## src/rtl/versa_pkg.sv

```systemverilog
// rtl/versa_pkg.sv - shared types and constants for the VERSA metadata loader
package versa_pkg;

   typedef enum logic [2:0] {
      ST_IDLE,
      ST_REQ,
      ST_WR_MIN,
      ST_WR_MAX,
      ST_RD_MIN,
      ST_RD_MAX,
      ST_DONE
   } state_t;

   // Word offsets of ER_min / ER_max from the block's word base
   localparam logic [13:0] ERMIN_OFS   = 14'd0;
   localparam logic [13:0] ERMAX_OFS   = 14'd1;
   localparam logic [1:0]  PER_WE_WORD = 2'b11;

endpackage

```

## src/rtl/versa_meta_loader_if.sv

```systemverilog
// rtl/versa_meta_loader_if.sv - requester and peripheral-bus signals of the metadata loader
interface versa_meta_loader_if;

   logic        start;
   logic [15:0] load_min;
   logic [15:0] load_max;
   logic        bus_req;
   logic        bus_gnt;
   logic [13:0] per_addr;
   logic [15:0] per_din;
   logic        per_en;
   logic [1:0]  per_we;
   logic [15:0] per_dout;
   logic        busy;
   logic        done;
   logic        err;
   logic [15:0] rd_min;
   logic [15:0] rd_max;

   modport master (
      input  start, load_min, load_max, bus_gnt, per_dout,
      output bus_req, per_addr, per_din, per_en, per_we,
             busy, done, err, rd_min, rd_max
   );

   modport slave (
      output start, load_min, load_max, bus_gnt, per_dout,
      input  bus_req, per_addr, per_din, per_en, per_we,
             busy, done, err, rd_min, rd_max
   );

endinterface

```

## src/rtl/versa_gnt_timer.sv

```systemverilog
// rtl/versa_gnt_timer.sv - 8-bit grant-wait counter; expires on the LIMIT-th counted cycle
module versa_gnt_timer #(
   parameter logic [7:0] LIMIT = 8'd255
) (
   input  logic mclk,
   input  logic puc_rst,
   input  logic i_clr,
   input  logic i_cnt,
   output logic o_expire
);

   logic [7:0] r_cnt;

   always_ff @(posedge mclk or posedge puc_rst) begin
      if (puc_rst)
         r_cnt <= 8'd0;
      else if (i_clr)
         r_cnt <= 8'd0;
      else if (i_cnt)
         r_cnt <= r_cnt + 8'd1;
   end

   // Asserted while the last permitted cycle is being counted
   assign o_expire = i_cnt && (r_cnt == LIMIT - 8'd1);

endmodule

```

## src/rtl/versa_meta_loader.sv

```systemverilog
// rtl/versa_meta_loader.sv - programs ER_min/ER_max; readback verify under VERSA_LOADER_VERIFY_EN
module versa_meta_loader
   import versa_pkg::*;
#(
   parameter logic [14:0] BASE_ADDR   = 15'h0140,
   parameter logic [7:0]  GNT_TIMEOUT = 8'd255
) (
   input  logic                mclk,
   input  logic                puc_rst,
   versa_meta_loader_if.master bus
);

   localparam logic [13:0] W_BASE = BASE_ADDR[14:1];

   state_t      r_state;
   state_t      w_next;
   logic [15:0] r_min;
   logic [15:0] r_max;
   logic        r_err;
   logic        w_expire;
   logic        w_bus_req;
   logic        w_per_en;
   logic [1:0]  w_per_we;
   logic [13:0] w_per_addr;
   logic [15:0] w_per_din;

   versa_gnt_timer #(.LIMIT(GNT_TIMEOUT)) u_gnt_timer (
      .mclk     (mclk),
      .puc_rst  (puc_rst),
      .i_clr    (r_state != ST_REQ),
      .i_cnt    ((r_state == ST_REQ) && !bus.bus_gnt),
      .o_expire (w_expire)
   );

   always_comb begin
      w_next     = r_state;
      w_bus_req  = 1'b0;
      w_per_en   = 1'b0;
      w_per_we   = 2'b00;
      w_per_addr = 14'd0;
      w_per_din  = 16'd0;
      case (r_state)
         ST_IDLE: begin
            if (bus.start)
               w_next = (bus.load_min > bus.load_max) ? ST_DONE : ST_REQ;
         end
         ST_REQ: begin
            w_bus_req = 1'b1;
            if (bus.bus_gnt)
               w_next = ST_WR_MIN;
            else if (w_expire)
               w_next = ST_DONE;
         end
         ST_WR_MIN: begin
            w_bus_req = 1'b1;
            if (bus.bus_gnt) begin
               w_per_en   = 1'b1;
               w_per_we   = PER_WE_WORD;
               w_per_addr = W_BASE + ERMIN_OFS;
               w_per_din  = r_min;
               w_next     = ST_WR_MAX;
            end
         end
         ST_WR_MAX: begin
            w_bus_req = 1'b1;
            if (bus.bus_gnt) begin
               w_per_en   = 1'b1;
               w_per_we   = PER_WE_WORD;
               w_per_addr = W_BASE + ERMAX_OFS;
               w_per_din  = r_max;
`ifdef VERSA_LOADER_VERIFY_EN
               w_next     = ST_RD_MIN;
`else
               w_next     = ST_DONE;
`endif
            end
         end
`ifdef VERSA_LOADER_VERIFY_EN
         ST_RD_MIN: begin
            w_bus_req = 1'b1;
            if (bus.bus_gnt) begin
               w_per_en   = 1'b1;
               w_per_addr = W_BASE + ERMIN_OFS;
               w_next     = ST_RD_MAX;
            end
         end
         ST_RD_MAX: begin
            w_bus_req = 1'b1;
            if (bus.bus_gnt) begin
               w_per_en   = 1'b1;
               w_per_addr = W_BASE + ERMAX_OFS;
               w_next     = ST_DONE;
            end
         end
`endif
         ST_DONE: w_next = ST_IDLE;
         default: w_next = ST_IDLE;
      endcase
   end

`ifdef VERSA_LOADER_VERIFY_EN
   logic [15:0] r_rd_min;
   logic [15:0] r_rd_max;
`endif

   always_ff @(posedge mclk or posedge puc_rst) begin
      if (puc_rst) begin
         r_state  <= ST_IDLE;
         r_min    <= 16'd0;
         r_max    <= 16'd0;
         r_err    <= 1'b0;
`ifdef VERSA_LOADER_VERIFY_EN
         r_rd_min <= 16'd0;
         r_rd_max <= 16'd0;
`endif
      end else begin
         r_state <= w_next;
         case (r_state)
            ST_IDLE: begin
               if (bus.start) begin
                  r_min <= bus.load_min;
                  r_max <= bus.load_max;
                  r_err <= (bus.load_min > bus.load_max);
               end
            end
            ST_REQ: begin
               if (!bus.bus_gnt && w_expire)
                  r_err <= 1'b1;
            end
`ifdef VERSA_LOADER_VERIFY_EN
            ST_RD_MIN: begin
               if (bus.bus_gnt)
                  r_rd_min <= bus.per_dout;
            end
            // Compare settles here so err is already valid in the DONE cycle
            ST_RD_MAX: begin
               if (bus.bus_gnt) begin
                  r_rd_max <= bus.per_dout;
                  r_err    <= (r_rd_min != r_min) || (bus.per_dout != r_max);
               end
            end
`endif
            default: ;
         endcase
      end
   end

   assign bus.bus_req  = w_bus_req;
   assign bus.per_en   = w_per_en;
   assign bus.per_we   = w_per_we;
   assign bus.per_addr = w_per_addr;
   assign bus.per_din  = w_per_din;
   assign bus.busy     = (r_state != ST_IDLE);
   assign bus.done     = (r_state == ST_DONE);
   assign bus.err      = r_err;
`ifdef VERSA_LOADER_VERIFY_EN
   assign bus.rd_min   = r_rd_min;
   assign bus.rd_max   = r_rd_max;
`else
   assign bus.rd_min   = 16'd0;
   assign bus.rd_max   = 16'd0;
`endif

endmodule

```

## src/flat_wrapper.sv

```systemverilog
// flat-port wrapper written by rule: the top's interface ports become plain ports
module versa_meta_loader_flat import versa_pkg::*;
#(
   parameter logic [14:0] BASE_ADDR   = 15'h0140,
   parameter logic [7:0]  GNT_TIMEOUT = 8'd255
)
  (mclk, puc_rst, bus_start, bus_load_min, bus_load_max, bus_bus_gnt, bus_per_dout, bus_bus_req, bus_per_addr, bus_per_din, bus_per_en, bus_per_we, bus_busy, bus_done, bus_err, bus_rd_min, bus_rd_max);
  versa_meta_loader_if bus_i ();
  input  logic mclk;
  input  logic puc_rst;
  input wire logic [$bits(bus_i.start)-1:0] bus_start;
  input wire logic [$bits(bus_i.load_min)-1:0] bus_load_min;
  input wire logic [$bits(bus_i.load_max)-1:0] bus_load_max;
  input wire logic [$bits(bus_i.bus_gnt)-1:0] bus_bus_gnt;
  input wire logic [$bits(bus_i.per_dout)-1:0] bus_per_dout;
  output wire logic [$bits(bus_i.bus_req)-1:0] bus_bus_req;
  output wire logic [$bits(bus_i.per_addr)-1:0] bus_per_addr;
  output wire logic [$bits(bus_i.per_din)-1:0] bus_per_din;
  output wire logic [$bits(bus_i.per_en)-1:0] bus_per_en;
  output wire logic [$bits(bus_i.per_we)-1:0] bus_per_we;
  output wire logic [$bits(bus_i.busy)-1:0] bus_busy;
  output wire logic [$bits(bus_i.done)-1:0] bus_done;
  output wire logic [$bits(bus_i.err)-1:0] bus_err;
  output wire logic [$bits(bus_i.rd_min)-1:0] bus_rd_min;
  output wire logic [$bits(bus_i.rd_max)-1:0] bus_rd_max;
  assign bus_i.start = bus_start;
  assign bus_i.load_min = bus_load_min;
  assign bus_i.load_max = bus_load_max;
  assign bus_i.bus_gnt = bus_bus_gnt;
  assign bus_i.per_dout = bus_per_dout;
  assign bus_bus_req = bus_i.bus_req;
  assign bus_per_addr = bus_i.per_addr;
  assign bus_per_din = bus_i.per_din;
  assign bus_per_en = bus_i.per_en;
  assign bus_per_we = bus_i.per_we;
  assign bus_busy = bus_i.busy;
  assign bus_done = bus_i.done;
  assign bus_err = bus_i.err;
  assign bus_rd_min = bus_i.rd_min;
  assign bus_rd_max = bus_i.rd_max;
  versa_meta_loader #(.BASE_ADDR(BASE_ADDR), .GNT_TIMEOUT(GNT_TIMEOUT)) u_core (.mclk(mclk), .puc_rst(puc_rst), .bus(bus_i));
endmodule
```

## config.mk

```make
export PLATFORM = sky130hd
export DESIGN_NAME = versa_meta_loader_flat
export DESIGN_NICKNAME = d
export VERILOG_FILES = /design/src/rtl/versa_pkg.sv /design/src/rtl/versa_meta_loader_if.sv /design/src/rtl/versa_gnt_timer.sv /design/src/rtl/versa_meta_loader.sv /design/src/flat_wrapper.sv
export SDC_FILE = /design/constraint.sdc
export NUM_CORES = 1
export LEC_CHECK = 0
export CAP_MARGIN = 20
export CORE_UTILIZATION = 36
export CTS_CLUSTER_SIZE = 20
export DETAILED_ROUTE_END_ITERATION = 16
export HOLD_SLACK_MARGIN = 0.08
export PLACE_DENSITY = 0.72
export SLEW_MARGIN = 20
export SYNTH_ARGS = -nofsm -noshare
export SYNTH_HDL_FRONTEND = slang
export SYNTH_SLANG_ARGS = --single-unit
export TNS_END_PERCENT = 1
```

## constraint.sdc

```tcl
create_clock -name mclk -period 3.39 [get_ports mclk]
set_input_delay 0.339 -clock mclk [delete_from_list [all_inputs] [get_ports mclk]]
set_output_delay 0.339 -clock mclk [all_outputs]
set_load 0.01 [all_outputs]
```

### Yosys cells after proc, flatten, opt, wreduce, memory -nomap -nowiden

Index checks and enable logic that the tools add are counted.

* eq/ne operators: 11
* magnitude comparators: 1
* add/subtract/negate cells: 1
* reductions and logical operators: 13
* multiplexer cells: 23

Operators by type and width (count)
* $mux W16: 2
* $mux W8: 4
* $pmux W16 S2: 1
* $pmux W14 S2: 1
* $mux W3: 6
* $gt A16 B16 Y1: 1
* $pmux W3 S4: 1
* $add A8 B1 Y8 const B: 1
* $eq A8 B8 Y1 const B: 1
* $ne A2 B2 Y1 const B: 4
* $eq A3 B2 Y1 const B: 2
* $mux W1: 5
* $mux W2: 2
* $reduce_and A4 Y1: 1
* $reduce_bool A2 Y1: 2
* $eq A3 B1 Y1 const B: 1
* $eq A3 B3 Y1 const B: 1
* $logic_and A1 B1 Y1: 3
* $logic_not A3 Y1: 1
* $ne A3 B1 Y1 const B: 1
* $ne A3 B2 Y1 const B: 1
* $reduce_and A3 Y1: 1
* $reduce_bool A3 Y1: 1
* $reduce_or A3 Y1: 1
* other kinds (4): 4

* word-level logic and storage cells: 54
* flip-flop bits (word level): 44
* input port bits: 52
* output and inout bits: 69

### Logic depth before layout (Yosys ltp)

Gate-level depths: netlist of the first run.

* depth after elaboration: 6
* gate-level depth with buffers: 7
* gate-level depth less buffers: 7

### By module

A second synthesis of the first run with hierarchy kept.

* cell total of the unflattened synthesis: 290
* area, all modules: 3014.1 um2

By module, submodules not included
* versa_meta_loader: area each 2595.0 um2, cells each 248, instances 1, sequential area each 900.9 um2
* versa_gnt_timer: area each 419.2 um2, cells each 42, instances 1, sequential area each 200.2 um2

### Worst setup path before layout of the first run

No wires, ideal clock.

* path type: input to register
* start point: input bus_load_max[14]
* end point: register u_core.r_state[0]
* path buffers: 0
* slack: 1562 ps
* library setup time: 126 ps
* required time: 3264 ps
* arrival: 1702 ps
* stages on the path: 7
* cells stage by stage: inv_1 ha_1 nand4_2 nor4_4 a21boi_2 o31ai_1 o311a_1

* word-level cells in the longest chain between the ends: 4

RTL lines
* start, declared: line flat_wrapper.sv:13 `input wire logic [$bits(bus_i.load_max)-1:0] bus_load_max;`
* $gt A16 B16 Y1: line versa_meta_loader.sv:45 `w_next = (bus.load_min > bus.load_max) ? ST_DONE : ST_REQ;`
* $mux W3: line versa_meta_loader.sv:45
* $mux W3: line versa_meta_loader.sv:44 `if (bus.start)`
* $pmux W3 S4: line versa_meta_loader.sv:42 `case (r_state)`
* end signal, assigned: line versa_meta_loader.sv:117 `r_state <= w_next;`
* end, declared: line versa_meta_loader.sv:15 `state_t r_state;`

No other way between the ends. The select of a mux whose other input is x is not followed.
A chain may end at the register's enable or synchronous reset.

### Final worst setup path of the first run

* start point: register u_core.r_state[0]
* end point: output bus_per_din[10]

* word-level cells in the longest chain between the ends: 2
* elaborated cells between the ends (all ways): 3
* those cells by class: eq/ne: 2; mux: 1

RTL lines
* $eq A3 B2 Y1: line versa_meta_loader.sv:42
* $pmux W16 S2 *: line versa_meta_loader.sv:42
* end, declared: line flat_wrapper.sv:18 `output wire logic [$bits(bus_i.per_din)-1:0] bus_per_din;`

Every way passes the cells marked *; elsewhere a longest branch is shown, timed or not.

==> summary.md, run 1 <==
| Metric | Value |
|---|---|
| Status | completed |
| Peak VDD IR | 0.298 mV |
| Gate power share | 0.460 |
| Max Clk Rate | 370 MHz |
| Worst Tran Pin Value | 0.867 ns |
| Commonest non-fill, non-tap cell in the layout | clkdlybuf4s50_1 |
| DP Wirelength | approximately 4300 um |
| CTS Buf Count | 5 |
| GP Congestion | approximately 0.79 |
| Hold Crit Class | in -> async |
| # hold bufs at CTS | 0 |
| Final period util | 0.798 |
| Final hold viol count | 0 |
| DIE WIDTH | 91.4 um |
| Synth-to-Final Area Change | 21.3% |
| Endpoints failing setup | 0 |
| # clock sinks | 44 |
| Synth Flop Type | dfrtp_1 |
| Clk buf depth | 2 |
| Crit path from | u_core.r_state[0]$_DFFE_PP0P_ |
| Cell Area, Synth | just under 3000 um2 |
| Final Max Slew Viols | 0 |
| RSZ-0062 raised after global routing | no |
| Post-Layout Cell Count | 446 |
| Routed Antenna Nets | 0 |
| Antenna Cells | 0 |
| Rel. slew slack | 0.422 |
| IO buf count | 61 |
| Net Sw Power | 803 uW |
| Global route overflow | 0 |
| Int Power | 1520 uW |
| Crit path kind | reg -> out |
| Slowest CP cell | dfrtp_1 |
| CP Launch Type | flip-flop |
| Worst R2R Setup Slack | 1.30 ns |
| First-pass GRT wire length | 9030 um |
| Sw frac | 0.346 |
| DR iter-0 viols | 52 |
| Clock Power Share | 0.146 |
| Full die area | approximately 8400 um2 |
| Die Y | just over 90 um |
| Ys async rst share | 1.00 |
| Post-CTS Setup Inserts | 0 |
| Pwr dens | approximately 660 nW/um2 |
| Tot GR Track Use | 0.136 |
| Vias in the first global route | 1952 |
| Root Driver | clkbuf_8 |
| Warnings from Yosys | 0 |
| # IOs | 121 |
| Dpl cells | 438 |
| Nets | 413 |
| Antenna violations before repair | 0 |
| Capturing point of the worst reg2reg path | u_core.r_min[4]$_DFFE_PP0P_ |
| Pleak | about 0.0016 uW |
| Crit path cell chain | buf_4, mux2i_1, nor2_1, clkdlybuf4s50_1 |
| Ratio of cells with drive above 1 in the final layout | 0.145 |
| Area share of the largest cell type after synthesis | 0.382 |
| Row count | 32 |
| DRC Markers | 0 |
| Vias/cell | roughly 4.6 |
| CP endpoint kind | output pin |
| EDFF count, synth | 0 |
| Max incr delay on CP | 0.91 ns |
| First-pass DRT Iterations | 4 |
| Clk_lat worst skew | 0.29 ns |
| Reg2Reg Launch Point | u_core.r_state[0]$_DFFE_PP0P_ |
| Worst EP required | 3.05 ns |
| FF+latch count, synth | between 40 and 50 |
| Share of synthesized area occupied by flip-flops and latches | 0.382 |
| H-tree depth | 2 |
| Area leader, netlist | dfrtp_1 |
| Setup TNS | 0 ns |
| Initial Utilization | 0.373 |
| Pin count of the biggest net entering global routing | 36 |
| Syn Area/Cell | about 10 um2 |
| Dominant cells by area after synthesis | dfrtp_1 (38%), mux2_2 (13%), buf_4 (12%) |
| Flop pwr share | 0.394 |
| Minimum clock period | 2.70 ns |
| Most frequent cells in the layout | clkdlybuf4s50_1 (61), dfrtp_1 (44), conb_1 (43) |
| CTS clk-pin slew, worst paths | approximately 0.08 ns |
| Critical Path AT | 2.36 ns |
| Routed WL per cell | 12.4 um |
| Final wirelength | 5520 um |
| CORE AREA | 7730 um2 |
| CTS tree | done |
| Clock skew | approximately 0.0029 ns |
| Post-cts sizing count | 0 |
| Max Cap Viol | 0 |
| R2R depth | 4 |
| Largest fanout on the critical path | 15 |
| Mapped Cells | 287 |
| Post-Route Utilization | 0.452 |
| Cell variety after synth | 35 |
| Routed vias | 2032 |
[stage by stage]
stage	total power [uW]	hold slack, ns	instance area [um2]	worst slack, ns
6_report	2320	0.372	3490	0.686
4_1_cts	2350	0.386	3490	0.648
5_1_grt	2490	0.433	3490	0.584
3_5_place_dp	2000	0.495	3400	0.718
3_3_place_gp	1970	0.488	3400	0.707
2_1_floorplan	1630	0.480	3040	1.56
[final cells by class]
| cell class | instances | area, um2 |
|---|---|---|
| clock buffers | 6 | 82.6 |
| clock inverters | 2 | 10.0 |
| fillers | 730 | 4230 |
| inverters | 24 | 90.1 |
| multi-input cells | 204 | 1450 |
| flip-flops and latches | 44 | 1100 |
| well taps | 102 | 128 |
| repair buffers | 64 | 633 |
[synth_stat cells (all sizes together) (2+ instances only)]
master	count
and4	2
buf	54
and3	3
o22ai	2
nor2b	3
a21oi	8
ha	18
mux2	32
nor2	32
inv	24
nor3	4
nand2	9
nand3	6
o21ai	4
clkbuf	3
dfrtp	44
xor2	6
mux2i	16
nand4	5
[registers in the layout, summed over array words and instances (netlist names)]
register / count
u_core.r_max: 16
u_core.r_min: 16
u_core.r_state: 3
u_core.bus.err: 1
u_core.u_gnt_timer.r_cnt: 8
[power groups by stage]
| stage | Clock, uW | Sequential (uW) | Combinational (uW) |
|---|---|---|---|
| 2_1_floorplan | 0 | 840 | 792 |
| 3_3_place_gp | 0 | 915 | 1060 |
| 3_5_place_dp | 0 | 925 | 1080 |
| 4_1_cts | 348 | 916 | 1090 |
| 5_1_grt | 372 | 948 | 1170 |
| 6_report | 339 | 915 | 1070 |
[critical path, delay by kind of cell, from the launching register on]
kind                   cells  cell delay (ns)
flip-flops                 1             0.91
buffers and inverters      2             0.84
multiplexers               1             0.23
AND/OR/NAND/NOR            1             0.08
[per-layer routing]
metal | GRT usage | part of all wire | vias up
met3 | 0.0343 | 0.063 | 5
li1 | - | - | 991
met5 | 0 | 0 | -
met1 | 0.177 | 0.46 | 955
met2 | 0.225 | 0.47 | 81
met4 | 0.0304 | 0.0074 | 0
[logic make-up (layout without fill, tap and decap cells)]
family | count (synthesis) | count (layout) | synth area share
buffers and inverters | 81 | 96 | 0.169
AND/OR/NAND/NOR | 67 | 67 | 0.117
multiplexers | 48 | 48 | 0.181
flip-flops | 44 | 44 | 0.382
AO/OA/AOI/OAI | 21 | 21 | 0.0500
adder cells (fa/ha/maj) | 18 | 18 | 0.0782
XOR/XNOR | 7 | 7 | 0.0213
other | 1 | 43 | 0.00130
[worst max path at each step]
stage,to,cells past startpoint
4_1_cts,bus_per_din[10],4
6_report,bus_per_din[10],4
2_1_floorplan,u_core.r_state[0]$_DFFE_PP0P_,7
3_5_place_dp,bus_per_din[10],4
5_1_grt,bus_per_din[10],4
3_3_place_gp,bus_per_din[0],4
(Power assumes the default switching activity.)
==> inputs of run 2 (changes only) <==
==> constraint.sdc (replaced) <==
create_clock -name mclk -period 2.8 [get_ports mclk]
set_input_delay 0.28 -clock mclk [delete_from_list [all_inputs] [get_ports mclk]]
set_output_delay 0.28 -clock mclk [all_outputs]
set_load 0.01 [all_outputs]
==> run 2 against run 1 <==
  * Clock skew rose by 0.0059 ns
  * Die area did not move
  * Register-to-register slack got worse by 0.58 ns
  * Clock power rose by 53%
  * Worst hold slack got worse by 0.14 ns
  * Setup slack got worse by 0.14 ns
  * Non-clock buffer count rose by 4
  * Final cell count rose by 0.90%
  * Combinational power rose by 25%
  * Count of clock-buffer cells in the layout did not move
  * Global-route usage rose by 0.35 points
  * Critical path depth did not move
  * Critical endpoint is now bus_per_din[11]
  * Largest cell class unchanged
  * Highest routed layer unchanged
==> summary.md, run 2 (synthesized netlist as in run 1, its figures left out) <==
| Metric | Value |
|---|---|
| Rel. slew slack | 0.660 |
| DIE WIDTH | 91.4 um |
| Synth-to-Final Area Change | 23.4% |
| First-pass GRT wire length | 9280 um |
| Routed vias | 2071 |
| Final Cell Area | about 3600 um2 |
| Met3 usage | 0.0327 |
| Nets | 417 |
| Leading registers by flop count | u_core.r_max (16), u_core.r_min (16), u_core.u_gnt_timer.r_cnt (8) |
| CTS Buf Count | 5 |
| Worst Tran Pin Value | 0.505 ns |
| CORE AREA | ~7700 um2 |
| Die Y | 91.4 um |
| Minimum clock period | 2.26 ns |
| GP Congestion | slightly below 0.8 |
| Area of the multi-input gates | approximately 1500 um2 |
| DR iter-0 viols | 51 |
| Clk_lat worst skew | 0.29 ns |
| Final Max Slew Viols | 0 |
| RSZ-0062 raised after global routing | no |
| GR Util met2 | 0.233 |
| Clock Power Share | 0.176 |
| CTS clk-pin slew, worst paths | 0.09 ns |
| Most Used Layer, Global Route | met2 |
| Row count | 32 |
| Initial Utilization | 0.373 |
| Routed Antenna Nets | 0 |
| IO buf count | slightly above 60 |
| Net Sw Power | 983 uW |
| Final period util | 0.807 |
| Dpl cells | between 400 and 500 |
| Total power | 2940 uW |
| Clock skew | just under 0.009 ns |
| Full die area | 8360 um2 |
| Antenna violations before repair | 0 |
| Peak VDD IR | 0.379 mV |
| Pwr dens | approximately 830 nW/um2 |
| Pleak | 0.00165 uW |
| H-tree depth | 2 |
| Post-cts sizing count | 0 |
| Root Driver | clkbuf_8 |
| Status | completed |
| Worst EP required | 2.52 ns |
| CTS tree | done |
| DRC Markers | 0 |
| Global route overflow | 0 |
| CP Launch Type | flip-flop |
| CP endpoint kind | output pin |
| Pin count of the biggest net entering global routing | 36 |
| Flop pwr share | 0.367 |
| Most frequent cells in the layout | clkdlybuf4s50_1 (61), dfrtp_1 (44), conb_1 (43) |
| Largest fanout on the critical path | 11 |
| Critical Path AT | ~2.0 ns |
| Final wirelength | 5540 um |
| Endpoints failing setup | 0 |
| Crit path kind | reg -> out |
| First-pass DRT Iterations | 4 |
| Met1 GRT Util | 0.178 |
| Final hold viol count | 0 |
| Vias in the first global route | 1964 |
| Post-CTS Setup Inserts | 0 |
| Int Power | about 2000 uW |
| Register area | about 1100 um2 |
| # hold bufs at CTS | 0 |
| Sw frac | 0.335 |
| Tot GR Track Use | 0.139 |
| Antenna Cells | 0 |
| # clock sinks | 44 |
| # IOs | 121 |
| Max Clk Rate | around 440 MHz |
| DP Wirelength | about 4400 um |
| Fill count | 721 |
| Routed WL per cell | between 10 and 15 um |
| Clk buf depth | 2 |
| Vias/cell | 4.60 |
| Gate power share | 0.457 |
| Hold Crit Class | in -> async |
| Ratio of cells with drive above 1 in the final layout | 0.155 |
| Post-Route Utilization | 0.460 |
| Post-Layout Cell Count | 450 |
| Max Cap Viol | 0 |
| Setup TNS | 0 ns |
| Commonest non-fill, non-tap cell in the layout | clkdlybuf4s50_1 |
| Placed cell areas | 3430 um2 |
run 2: per-stage QoR:
step	setup slack [ns]	hold slack [ns]
3_5_place_dp	0.307	0.495
3_3_place_gp	0.304	0.488
4_1_cts	0.510	0.232
6_report	0.542	0.228
2_1_floorplan	1.03	0.432
5_1_grt	0.391	0.255
run 2: layout make-up:
class / count / share of cell area
clock buffer: 6 / 0.0232
sequential: 44 / 0.310
clock inverter: 2 / 0.0109
tap: 102 / 0.0359
multi-input combinational: 204 / 0.408
timing repair buffer: 68 / 0.187
inverter: 24 / 0.0254
run 2: critical path, cell delays in order, from the launching register on:
cell	delay [ns]
dfrtp_1	0.62
buf_4	0.29
mux2i_1	0.10
nor2_1	0.12
clkdlybuf4s50_1	0.56
run 2: power by group through the flow:
stage / combinational [uW] / sequential, uW / clock (uW)
6_report: 1340 / 1080 / 518
5_1_grt: 1470 / 1120 / 555
4_1_cts: 1360 / 1080 / 532
3_5_place_dp: 1350 / 1090 / 0
3_3_place_gp: 1330 / 1080 / 0
2_1_floorplan: 959 / 1020 / 0
run 2: worst paths after layout:
check	startpoint	end	slack, ns	depth (start not counted)
max	u_core.r_state[0]$_DFFE_PP0P_	bus_per_din[11]	0.54	4
min	puc_rst	u_core.r_state[0]$_DFFE_PP0P_	0.23	2
max reg2reg	u_core.r_state[0]$_DFFE_PP0P_	u_core.r_max[1]$_DFFE_PP0P_	0.72	5
min reg2reg	u_core.r_max[3]$_DFFE_PP0P_	u_core.r_max[3]$_DFFE_PP0P_	0.51	1
max in group asynchronous	puc_rst	u_core.r_min[14]$_DFFE_PP0P_	2.00	3
min in group mclk	u_core.r_max[3]$_DFFE_PP0P_	u_core.r_max[3]$_DFFE_PP0P_	0.51	1
run 2: per-layer routing:
layer  wire (um)  vias up
met4          58        0
met2        2700       95
met3         434        7
li1            -      993
met1        2350      976
met5           0        -
